## src/rtl/alu_ctrl_pkg.sv

```systemverilog
// alu_ctrl_pkg: shared definitions for the ALU arbiter slice.
//   WIDTH         default operand/result width (only 32 is supported)
//   OP_*          ALU opcodes 0..5 (6 and 7 produce zero)
//   state_e       arbiter FSM encoding S_IDLE / S_EXEC / S_RESP
//   add_sub_ovf   signed-overflow rule for add/sub, zero for other opcodes
package alu_ctrl_pkg;

  localparam int WIDTH = 32;

  localparam logic [2:0] OP_ADD = 3'd0;
  localparam logic [2:0] OP_SUB = 3'd1;
  localparam logic [2:0] OP_AND = 3'd2;
  localparam logic [2:0] OP_OR  = 3'd3;
  localparam logic [2:0] OP_NOT = 3'd4;
  localparam logic [2:0] OP_SLT = 3'd5;

  typedef enum logic [1:0] {
    S_IDLE = 2'd0,
    S_EXEC = 2'd1,
    S_RESP = 2'd2
  } state_e;

  // Add overflows when both operands share a sign the result lacks; subtract
  // overflows when the operand signs differ and the result leaves a's sign.
  function automatic logic add_sub_ovf(input logic [2:0] f, input logic a_msb,
                                       input logic b_msb, input logic y_msb);
    logic ovf;
    case (f)
      OP_ADD:  ovf = (a_msb == b_msb) && (y_msb != a_msb);
      OP_SUB:  ovf = (a_msb != b_msb) && (y_msb != a_msb);
      default: ovf = 1'b0;
    endcase
    return ovf;
  endfunction

endpackage

```

## src/rtl/alu.sv

```systemverilog
// alu: purely combinational WIDTH-bit ALU.
//   a_i, b_i  operands
//   f_i       opcode (see alu_ctrl_pkg)
//   y_o       result; 6 and 7 give zero, SLT gives 1/0 (unsigned compare)
//   ovf_o     signed overflow for add/sub, 0 otherwise
module alu
  import alu_ctrl_pkg::*;
#(
  parameter int WIDTH = alu_ctrl_pkg::WIDTH
) (
  input  logic [WIDTH-1:0] a_i,
  input  logic [WIDTH-1:0] b_i,
  input  logic [2:0]       f_i,
  output logic [WIDTH-1:0] y_o,
  output logic             ovf_o
);

  // Result select by opcode; wraps modulo 2^WIDTH.
  always_comb begin
    y_o = '0;
    case (f_i)
      OP_ADD:  y_o = a_i + b_i;
      OP_SUB:  y_o = a_i - b_i;
      OP_AND:  y_o = a_i & b_i;
      OP_OR:   y_o = a_i | b_i;
      OP_NOT:  y_o = ~a_i;
      OP_SLT:  y_o = (a_i < b_i) ? {{(WIDTH-1){1'b0}}, 1'b1} : '0;
      default: y_o = '0;
    endcase
  end

  assign ovf_o = add_sub_ovf(f_i, a_i[WIDTH-1], b_i[WIDTH-1], y_o[WIDTH-1]);

endmodule

```

## src/rtl/alu_arbiter.sv

```systemverilog
// alu_arbiter: shares one combinational alu between two requesters.
//   clk, rst                      clock, asynchronous active-high reset
//   reqN_valid/ready/a/b/f        requester N operation handshake (N = 0, 1)
//   rsp_valid/ready               response handshake
//   rsp_id, rsp_y, rsp_ovf        issuing requester, result, signed overflow
// Round-robin arbitration in IDLE, operands registered, result captured in
// EXEC, held in RESP until taken. One operation per three cycles at best.
module alu_arbiter
  import alu_ctrl_pkg::*;
#(
  parameter int WIDTH = alu_ctrl_pkg::WIDTH
) (
  input  logic             clk,
  input  logic             rst,
  input  logic             req0_valid,
  output logic             req0_ready,
  input  logic [WIDTH-1:0] req0_a,
  input  logic [WIDTH-1:0] req0_b,
  input  logic [2:0]       req0_f,
  input  logic             req1_valid,
  output logic             req1_ready,
  input  logic [WIDTH-1:0] req1_a,
  input  logic [WIDTH-1:0] req1_b,
  input  logic [2:0]       req1_f,
  output logic             rsp_valid,
  input  logic             rsp_ready,
  output logic             rsp_id,
  output logic [WIDTH-1:0] rsp_y,
  output logic             rsp_ovf
);

  state_e           state_q, state_d;
  logic             last_grant_q, last_grant_d;
  logic [WIDTH-1:0] a_q, a_d, b_q, b_d;
  logic [2:0]       f_q, f_d;
  logic             id_q, id_d;
  logic [WIDTH-1:0] y_q, y_d;
  logic             ovf_q, ovf_d;
  logic             rsp_id_q, rsp_id_d;

  logic             win_s;
  logic             any_valid_s;
  logic [WIDTH-1:0] alu_y_s;
  logic             alu_ovf_unused_s;
  logic             ovf_s;

  // The alu's own overflow output is deliberately ignored; the flag is
  // derived here from the registered operands.
  alu #(.WIDTH(WIDTH)) u_alu (
    .a_i   (a_q),
    .b_i   (b_q),
    .f_i   (f_q),
    .y_o   (alu_y_s),
    .ovf_o (alu_ovf_unused_s)
  );

  assign ovf_s       = add_sub_ovf(f_q, a_q[WIDTH-1], b_q[WIDTH-1], alu_y_s[WIDTH-1]);
  assign any_valid_s = req0_valid | req1_valid;

  // Round-robin winner: on a tie the requester not granted last time wins.
  always_comb begin
    if (req0_valid && req1_valid) begin
      win_s = ~last_grant_q;
    end else if (req1_valid) begin
      win_s = 1'b1;
    end else begin
      win_s = 1'b0;
    end
  end

  // Next-state, operand/result capture and combinational ready outputs.
  always_comb begin
    state_d      = state_q;
    last_grant_d = last_grant_q;
    a_d          = a_q;
    b_d          = b_q;
    f_d          = f_q;
    id_d         = id_q;
    y_d          = y_q;
    ovf_d        = ovf_q;
    rsp_id_d     = rsp_id_q;
    req0_ready   = 1'b0;
    req1_ready   = 1'b0;
    case (state_q)
      S_IDLE: begin
        if (any_valid_s) begin
          req0_ready   = ~win_s;
          req1_ready   = win_s;
          a_d          = win_s ? req1_a : req0_a;
          b_d          = win_s ? req1_b : req0_b;
          f_d          = win_s ? req1_f : req0_f;
          id_d         = win_s;
          last_grant_d = win_s;
          state_d      = S_EXEC;
        end else begin
          state_d = S_IDLE;
        end
      end
      S_EXEC: begin
        y_d      = alu_y_s;
        ovf_d    = ovf_s;
        rsp_id_d = id_q;
        state_d  = S_RESP;
      end
      S_RESP: begin
        if (rsp_ready) begin
          state_d = S_IDLE;
        end else begin
          state_d = S_RESP;
        end
      end
      default: state_d = S_IDLE;
    endcase
  end

  // State, tie pointer, operand and response registers.
  always_ff @(posedge clk or posedge rst) begin
    if (rst) begin
      state_q      <= S_IDLE;
      last_grant_q <= 1'b1;
      a_q          <= '0;
      b_q          <= '0;
      f_q          <= 3'd0;
      id_q         <= 1'b0;
      y_q          <= '0;
      ovf_q        <= 1'b0;
      rsp_id_q     <= 1'b0;
    end else begin
      state_q      <= state_d;
      last_grant_q <= last_grant_d;
      a_q          <= a_d;
      b_q          <= b_d;
      f_q          <= f_d;
      id_q         <= id_d;
      y_q          <= y_d;
      ovf_q        <= ovf_d;
      rsp_id_q     <= rsp_id_d;
    end
  end

  assign rsp_valid = (state_q == S_RESP);
  assign rsp_id    = rsp_id_q;
  assign rsp_y     = y_q;
  assign rsp_ovf   = ovf_q;

endmodule

```

## config.mk

```make
export PLATFORM = sky130hd
export DESIGN_NAME = alu_arbiter
export DESIGN_NICKNAME = d
export VERILOG_FILES = /design/src/rtl/alu_ctrl_pkg.sv /design/src/rtl/alu.sv /design/src/rtl/alu_arbiter.sv
export SDC_FILE = /design/constraint.sdc
export NUM_CORES = 1
export LEC_CHECK = 0
export ABC_AREA = 0
export BUFFER_PORTS_ARGS = -buffer_cell sky130_fd_sc_hd__buf_2
export CAP_MARGIN = 15
export CORE_MARGIN = 5
export CORE_UTILIZATION = 51
export CTS_BUF_LIST = sky130_fd_sc_hd__clkbuf_8
export DETAILED_ROUTE_END_ITERATION = 7
export GPL_ROUTABILITY_DRIVEN = 0
export PLACE_DENSITY_LB_ADDON = 0.2
export SKIP_LAST_GASP = 1
export SYNTH_ARGS = -nofsm -noshare
export SYNTH_HDL_FRONTEND = slang
export SYNTH_HIERARCHICAL = 1
export SYNTH_SLANG_ARGS = --single-unit
```

## constraint.sdc

```tcl
create_clock -name clk -period 5.7 [get_ports clk]
set_clock_uncertainty 0.2 [all_clocks]
set_input_delay 0.57 -clock clk [delete_from_list [all_inputs] [get_ports clk]]
set_output_delay 0.57 -clock clk [all_outputs]
set_load 0.005 [all_outputs]
```

==> results.tsv <==
metric	value	unit
run_status	completed	
holdBufCountCts	0	
area_growth	11.47	%
arrival	3.87	ns
rsz0062_at_grt	false	
avgSynthCellArea	8.371	µm²
cts_tree	built	
dp_cells	1504	
drc	0	
endpoint_kind	register	
period_share	65.88	%
fin_nets	1524	
syn_area	0.009769	mm²
io_pins	176	
synth_warnings	6	
ant_nets	0	
vias_per_cell	6.222	
grt_max_degree	70	
start_kind	register	
grt_pass1_vias	9273	
p_per_area	709.3	mW/mm²
cap_violations	0	
rrSetupSlack	1.94	ns
grt_usage	26.09	%
setup_tns	0	ns
antenna_found_initial	0	
initial_utilization	52.05	%
drt_iter0_drc	1081	
cts_num_sinks	105	
clk_latency	0.41	ns
cts_buffer_depth	2	
finalSetupViolCount	0	
vdd_ir_drop_max	0.5029	mV
diodes	0	
clk_pin_slew	0.12	ns
multi_input_comb_area	0.006382	mm²
hold_viol	0	
fillers	1736	
r2r_cells	11	
synth_nets	1409	
worst_pin_slew	1.143	ns
io_buffers	175	
via_count	9464	
cts_buffers	9	
max_slew_margin	23.40	%
dr.pass1.iters	6	
fp.dieH	148.4	µm
synth_cells	1167	
h-tree-depth	3	
place_hpwl	21240	µm
required	5.82	ns
grt_pass1_wl	47090	µm
criticalPathCategory	register to register	
post_drt_wl_per_cell	18.98	µm
p_leak	5.159	nW
die_area	0.02202	mm²
drive_above_1_share	20.82	%
register_area	0.002630	mm²
fmaxAchievable	0.2663	GHz
coreArea	0.01877	mm²
drv_slew	0	
period_minus_slack	3.755	ns
rows	50	
overflow	0	
crit_fanout	40	
cts_resized	0	
final_cells	1521	
root_buffer	clkbuf_8	
wl	28870	µm
hp-class	input pin to asynchronous set/reset pin	
cts_setup_buffers	0	
die_x	148.4	µm
## area by class of cell
| cell class | instances | area share (%) |
|---|---|---|
| Clock buffer | 10 | 1.264 |
| Timing Repair Buffer | 188 | 9.007 |
| Multi-Input combinational cell | 869 | 58.61 |
| Tap cell | 234 | 2.688 |
| Inverter | 109 | 3.780 |
| Clock inverter | 6 | 0.5055 |
| Sequential cell | 105 | 24.15 |
## through the flow
| step | cell area, µm² | utilization, % | hold slack [ns] | worst slack, ns | power (mW) |
|---|---|---|---|---|---|
| floorplan | 9769 | - | 0.2454 | 2.171 | 5.697 |
| global placement | 10680 | 56.92 | 0.2608 | 2.023 | 7.035 |
| detailed placement | 10680 | 56.92 | 0.2724 | 2.026 | 7.118 |
| CTS | 10880 | 57.95 | 0.06757 | 1.995 | 7.631 |
| global route | 10890 | 58.03 | 0.09338 | 1.661 | 8.433 |
| finish | 10890 | 58.03 | 0.04637 | 1.945 | 7.724 |
## registers in the layout, summed over array words and instances, names as in the netlist
signal,flops
f_q,3
rsp_ovf,1
rsp_y,32
state_q,2
last_grant_q,1
a_q,32
rsp_id,1
b_q,32
id_q,1
## path summary, 6_finish.rpt
kind / from / endpoint
worst max register to register: f_q[0] / rsp_ovf
worst min register to register: id_q / id_q
min in group clk: rsp_ready / state_q[1]
worst max-delay path: f_q[0] / rsp_ovf
max in group asynchronous: rst / b_q[18]
worst min-delay path: rst / rsp_id
## layer usage
layer | wire, µm | global-route usage, %
met2 | 13640 | 43.27
met3 | 1987 | 5.241
met1 | 12720 | 35.01
met5 | 0 | 0
met4 | 514 | 6.744
## worst max-delay path: stages (launching register included)
cell       delay (ns)
dfrtp_2          0.64
buf_4            0.36
nor2_1           0.29
nand2_1          0.46
o2111ai_1        0.42
inv_1            0.09
or4_1            0.41
nor2_1           0.12
o21a_1           0.14
a211o_1          0.18
xor2_1           0.09
a32o_1           0.25
## where the power goes
part / leakage [nW] / internal (mW) / switching (mW)
sequential: 1.28 / 1.13 / 0.418
combinational: 3.78 / 2.25 / 3.45
clock: 0.0998 / 0.180 / 0.297
total: 5.16 / 3.56 / 4.17
## cells in the final DEF, fill, tap and decap left out, drive strengths merged, types with 4 or more instances in the layout
| cell | instances |
|---|---|
| and2 | 5 |
| a21o | 12 |
| o221ai | 29 |
| nand2b | 7 |
| a22oi | 4 |
| nor2 | 53 |
| o22ai | 20 |
| o31ai | 10 |
| buf | 188 |
| nand3 | 11 |
| nor4 | 7 |
| nor2b | 11 |
| o211ai | 16 |
| a21oi | 64 |
| a31oi | 13 |
| a211o | 5 |
| mux2 | 34 |
| dfrtp | 104 |
| a221o | 31 |
| a211oi | 6 |
| ha | 101 |
| o21bai | 18 |
| o21a | 8 |
| xnor2 | 5 |
| or2 | 5 |
| nand4 | 8 |
| nand2 | 73 |
| nor4b | 16 |
| mux2i | 54 |
| inv | 113 |
| o21ai | 162 |
| clkbuf | 10 |
| a221oi | 4 |
| nor3 | 25 |
(Power assumes the default switching activity.)
